<file path="config.mk">
export PLATFORM = sky130hd
export DESIGN_NAME = time_count
export DESIGN_NICKNAME = d
export VERILOG_FILES = /design/src/rtl/time_count.sv
export SDC_FILE = /design/constraint.sdc
export NUM_CORES = 1
export LEC_CHECK = 0
export CAP_MARGIN = 40
export CORE_MARGIN = 2
export CORE_UTILIZATION = 45
export DETAILED_ROUTE_END_ITERATION = 8
export DONT_BUFFER_PORTS = 1
export PLACE_DENSITY_LB_ADDON = 0.25
export SYNTH_ARGS = -nofsm -noshare
export SYNTH_HDL_FRONTEND = slang
export SYNTH_SLANG_ARGS = --single-unit
</file>
<file path="constraint.sdc">
create_clock -name clk -period 6 [get_ports clk]
set_input_delay 0.3 -clock clk [delete_from_list [all_inputs] [get_ports clk]]
set_output_delay 0.3 -clock clk [all_outputs]
set_load 0.05 [all_outputs]
</file>
<file path="src/rtl/time_count.sv">
// Time-of-day counter: synchronises a 1 Hz square wave, counts hh:mm:ss in binary,
// accepts range-checked presets and presents registered BCD copies of the time.
module time_count #(
  parameter int unsigned SYNC_STAGES = 2
) (
  input  logic       clk,
  input  logic       rst_n,
  input  logic       sec,
  input  logic       run,
  input  logic       load,
  input  logic [4:0] load_hh,
  input  logic [5:0] load_mm,
  input  logic [5:0] load_ss,
  output logic [7:0] hh_bcd,
  output logic [7:0] mm_bcd,
  output logic [7:0] ss_bcd,
  output logic       tick_out,
  output logic       day_wrap,
  output logic       load_err
);

  localparam int unsigned HW = 5;
  localparam int unsigned MW = 6;

  logic [SYNC_STAGES-1:0] sync_q, sync_d;
  logic                   prev_q, prev_d;
  logic [HW-1:0]          hh_q, hh_d;
  logic [MW-1:0]          mm_q, mm_d;
  logic [MW-1:0]          ss_q, ss_d;
  logic [7:0]             hh_bcd_q, hh_bcd_d;
  logic [7:0]             mm_bcd_q, mm_bcd_d;
  logic [7:0]             ss_bcd_q, ss_bcd_d;
  logic                   tick_out_q, tick_out_d;
  logic                   day_wrap_q, day_wrap_d;
  logic                   load_err_q, load_err_d;
  logic                   tick_c;
  logic                   load_ok_c;

  // Binary (0..59) to two packed BCD digits.
  function automatic logic [7:0] to_bcd(input logic [MW-1:0] v);
    logic [MW-1:0] tens;
    tens = v / MW'(10);
    return {4'(tens), 4'(v - tens * MW'(10))};
  endfunction

  assign tick_c    = sync_q[SYNC_STAGES-1] & ~prev_q;
  assign load_ok_c = (load_hh <= HW'(23)) && (load_mm <= MW'(59)) && (load_ss <= MW'(59));

  // Next-state: load beats tick; BCD is derived from the next binary value so both move together.
  always_comb begin
    sync_d     = {sync_q[SYNC_STAGES-2:0], sec};
    prev_d     = sync_q[SYNC_STAGES-1];
    hh_d       = hh_q;
    mm_d       = mm_q;
    ss_d       = ss_q;
    tick_out_d = 1'b0;
    day_wrap_d = 1'b0;
    load_err_d = 1'b0;

    if (load) begin
      if (load_ok_c) begin
        hh_d = load_hh;
        mm_d = load_mm;
        ss_d = load_ss;
      end else begin
        load_err_d = 1'b1;
      end
    end else if (tick_c && run) begin
      tick_out_d = 1'b1;
      if (ss_q >= MW'(59)) begin
        ss_d = '0;
        if (mm_q >= MW'(59)) begin
          mm_d = '0;
          if (hh_q >= HW'(23)) begin
            hh_d       = '0;
            day_wrap_d = 1'b1;
          end else begin
            hh_d = hh_q + HW'(1);
          end
        end else begin
          mm_d = mm_q + MW'(1);
        end
      end else begin
        ss_d = ss_q + MW'(1);
      end
    end

    hh_bcd_d = to_bcd(MW'(hh_d));
    mm_bcd_d = to_bcd(mm_d);
    ss_bcd_d = to_bcd(ss_d);
  end

  always_ff @(posedge clk or negedge rst_n) begin
    if (!rst_n) begin
      sync_q     <= '0;
      prev_q     <= 1'b0;
      hh_q       <= '0;
      mm_q       <= '0;
      ss_q       <= '0;
      hh_bcd_q   <= '0;
      mm_bcd_q   <= '0;
      ss_bcd_q   <= '0;
      tick_out_q <= 1'b0;
      day_wrap_q <= 1'b0;
      load_err_q <= 1'b0;
    end else begin
      sync_q     <= sync_d;
      prev_q     <= prev_d;
      hh_q       <= hh_d;
      mm_q       <= mm_d;
      ss_q       <= ss_d;
      hh_bcd_q   <= hh_bcd_d;
      mm_bcd_q   <= mm_bcd_d;
      ss_bcd_q   <= ss_bcd_d;
      tick_out_q <= tick_out_d;
      day_wrap_q <= day_wrap_d;
      load_err_q <= load_err_d;
    end
  end

  assign hh_bcd   = hh_bcd_q;
  assign mm_bcd   = mm_bcd_q;
  assign ss_bcd   = ss_bcd_q;
  assign tick_out = tick_out_q;
  assign day_wrap = day_wrap_q;
  assign load_err = load_err_q;

endmodule

</file>
# Yosys cells after proc, flatten, opt, wreduce, memory -nomap -nowiden
# Index checks and enable logic that the tools add are counted.
# word_totals
reg_bits,47
latchBits,0
mem_bits_rw,0
mem_bits_ro,0
in_bits,22
out_inout_bits,27
elab_cells,58
memories,0
# op_classes
add_sub_neg,6
n_mul,3
div_mod_pow,3
magnitude_cmp,6
eq_ne,0
shift,0
muxes,24
n_bitwise,2
reduce_logical,3
# op_table
operator,n
$mux W6,9
$mux W5,6
$mul A6 B3 Y3 const B,3
$add A6 B1 Y6 const B,2
$div A6 B4 Y6 const B,2
$ge A6 B6 Y1 const B,2
$le A6 B6 Y1 const B,2
$sub A4 B4 Y4,3
$mux W1,9
$div A5 B4 Y6 const B,1
$add A5 B1 Y5 const B,1
$ge A5 B5 Y1 const B,1
$le A5 B5 Y1 const B,1
$logic_and A1 B1 Y1,3
$and A1 B1 Y1,1
$not A1 Y1,1

# Longest topological paths before layout
# logic_depth
depth_word,9
ltp_mapped,23
ltp_nobuf,23

# Worst setup path before layout
# Ideal clock, no wire load.
# synth_timing
kind,register -> register
startpoint,register ss_bcd[0] (netlist name)
endpoint,"register hh_bcd_q[3], in the netlist hh_bcd[3]"
setup_time_ns,0.133
arrival_ns,4.409
required_time_ns,5.867
slack_ns,1.457
path_stages_with_launch,23
path_buffers,2
period_less_slack_ns,4.543
path_cell_list,dfrtp_1 > ha_1 > o2111ai_2 > buf_6 > o311a_1 > a311oi_2 > and2_1 > clkbuf_1 > nand2_1 > nor2_1 > o21ai_0 > ha_1 > nor2b_1 > a32oi_1 > or2_2 > a22o_1 > ha_1 > inv_1 > fa_1 > inv_1 > or4_1 > o2111ai_1 > a2111oi_2
# synth_rtl
item,line_no,source
"end signal, assigned",112,hh_bcd_q <= hh_bcd_d;
"end, declared",30,"logic [7:0] hh_bcd_q, hh_bcd_d;"

==> results.cfg <==
[run_status]
status = complete, no violations

[timing]
slew_viol_final = 0
finalHoldViolCount = 0
setup_viol_count_final = 0
slew_headroom_pct = 55.5
rsz0062_at_grt = false
fin_crit_sh_pct = 91.0
fmax_mhz = 183
fin_ws_ns = 0.539
finClkSkew_ns = 0.00907
worstMarginPinSlew_ns = 0.667
period_needed_ns = 5.46
tns_ns = 0

[routing]
routed_wl_um = 6510
vias = 2287
dr.first_iter.drc_count = 82
drc = 0
postRouteAntennaNets = 0
vias_per_cell = 6.23
wl_per_cell_um = 17.7
first_pass_iters = 4

[global_routing]
grt_util_all_layers_pct = 18.9
first_global_vias = 2177
antenna_found_initial = 0
grt_overflow = 0
grt_max_degree = 41
grt_pass1_wl_um = 11000

[die]
die_w_um = 84.7
placementRows = 29
core_area_mm2 = 0.00631
start_util_pct = 46.4
ios = 49
floorplan.die_area_mm2 = 0.00717
die_h_um = 84.7

[final_layout]
post-route-util_pct = 48.2
syn_to_final_growth_pct = 3.80
fin_area_mm2 = 0.00304
fin_nets = 326
diodes = 0
drive_gt1_share_pct = 15.5

[synthesis]
synth_most_common_cell = dfrtp_1
synth_edf_count = 0
ys_types = 82
synth_top_area_cell = dfrtp_1
synth_area_leaders = dfrtp_1 (34%), ha_1 (5.1%), nor2_1 (2.7%)
synth.cells.most_frequent = dfrtp_1 (40), nor2_1 (21), inv_1 (19), nand2_1 (19), ha_1 (12)
yosysSeqAreaShare_pct = 34.2
synth-main-ff-cell = dfrtp_1
ys_ff_latch = 40
async_flop_share_pct = 100
synth_warnings = 0
avgSynthCellArea_um2 = 9.90
synth.top_cell.area_share_pct = 34.2
synth_area_mm2 = 0.00293
syn_inst = 296

[worst_hold_path]
hold_class = in2reg

[critical_path]
max_stage_delay_ns = 0.71
critPathArrivalTime_ns = 5.64
crit_path_frequent_cell = ha_1
start_kind = flip-flop
critPathRequiredTime_ns = 6.18
cp_cell_sequence = ha_1 > o2111ai_2 > nor4_1 > xor2_1 > a22oi_2 > ha_1 > nand2_1 > nor2_1 > o21ai_0 > ha_1 > nor2b_1 > a32oi_1 > or2_2 > a22o_1 > ha_1 > inv_1 > fa_1 > inv_1 > or4_1 > o2111ai_1 > a2111oi_2
worstSetupEndpointType = flip-flop
critical_path_class = reg2reg
critPathSlowestCell = dfrtp_1
crit_fanout = 12

[placement]
numPortBuffers = 0
dp_slack_ns = 0.527
place_congestion = 0.902
placed_area_mm2 = 0.00292
dp_hpwl_um = 4750

[power]
leakage_nw = 1.31
irDropWorstVdd_mv = 0.245
power.total_mw = 1.04
power_density_mw_per_mm2 = 343

[clock_network]
clk_path_buf_depth = 2
numCtsBuffers = 5
cts_tree = yes
post_cts.repair.setup_buffers = 0
clock-sinks = 40
clockRootBuffer = clkbuf_8
clock_latency_ns = 0.30
htreeDepth = 2
clkTransAtPathRegs_ns = 0.08

[flow_run]
max_cap_viol_count = 0
==> state kept, by name (all words and copies together) (netlist names) <==
name / cells
mm_bcd: 7
ss_bcd: 7
hh_bcd: 6
mm_q: 5
ss_q: 5
hh_q: 4
sync_q: 2
day_wrap: 1
load_err: 1
prev_q: 1
tick_out: 1
==> cell families (layout without fill, tap and decap cells) <==
group	count (synthesis)	after routing	synth area share [%]
simple gates	97	97	19.0
buf+inv	43	34	7.47
mux	12	12	4.65
other cells	1	4	0.128
fa+ha+maj	15	15	7.17
flops	40	40	34.2
xor+xnor	6	6	1.79
compound gates	82	82	25.7
==> timing repair <==
item | CTS | global route
endpoints found under the hold margin | 40 | 0
resized for setup | 0 | 0
hold buffers | 2 | 0
endpoints found under the setup margin | 0 | 0
==> report_power, final <==
part           internal, mW  switching [mW]  total [mW]  leakage, nW
combinational         0.125           0.174       0.300        0.782
clock                0.0935          0.0966       0.190       0.0445
sequential            0.330           0.223       0.553        0.480
==> cell type report <==
class                      count  area [µm²]
tap                           77        96.3
clock buffer                   7        86.3
sequential                    40        1000
fill                         602        3270
multi-input combinational    216        1720
clock inverter                 1        7.51
inverter                      22        83.8
timing repair buffer           4        45.0
==> per-layer routing <==
layer	vias to the layer above	routed length [µm]	GRT usage (%)
li1	1099	-	-
met1	1117	2990	24.8
met2	57	2970	29.6
met3	14	372	5.60
met4	0	176	7.36
met5	-	0	0
==> critical path: cells and delay by family (launching register included) <==
kind	cells	cell delay [ns]
and+or+nand+nor	6	1.60
AOI/OAI and AO/OA	7	1.45
adders and majority gates	5	1.29
xor gates and xnor gates	1	0.13
buffers and inverters	2	0.16
DFF	1	0.71
==> stage by stage <==
step           std cells  hold slack, ns
2_1_floorplan        299         0.00441
6_report             367          0.0233
5_1_grt              367         0.00470
3_3_place_gp         357         0.00560
3_5_place_dp         357         0.00579
4_1_cts              367          0.0127
==> worst paths after layout <==
| kind | depth (start not counted) | startpoint | slack (ns) | end |
|---|---|---|---|---|
| setup / recovery | 21 | ss_bcd[0] | 0.54 | hh_bcd[3] |
| hold / removal | 0 | sec | 0.02 | sync_q[0] |
| setup reg to reg | 21 | ss_bcd[0] | 0.54 | hh_bcd[3] |
| hold reg to reg | 0 | sync_q[0] | 0.35 | sync_q[1] |
| max in group asynchronous | 2 | rst_n | 5.34 | ss_q[3] |
| min in group asynchronous | 2 | rst_n | 0.47 | hh_bcd[2] |
==> cells in the final DEF, fill, tap and decap left out, drive strengths merged, types with 5 or more instances in the layout <==
cell / synthesis / final
dfrtp: 40 / 40
nor2: 21 / 21
inv: 21 / 21
nand2: 19 / 19
ha: 12 / 12
nand3: 12 / 12
a31oi: 9 / 9
a21oi: 9 / 9
nor3: 9 / 9
mux2i: 8 / 8
and2: 7 / 7
nand4: 7 / 7
clkbuf: 2 / 7
a211oi: 5 / 5
o21ai: 5 / 5
o2111ai: 5 / 5
No activity file was read; power rests on OpenSTA's default activity.
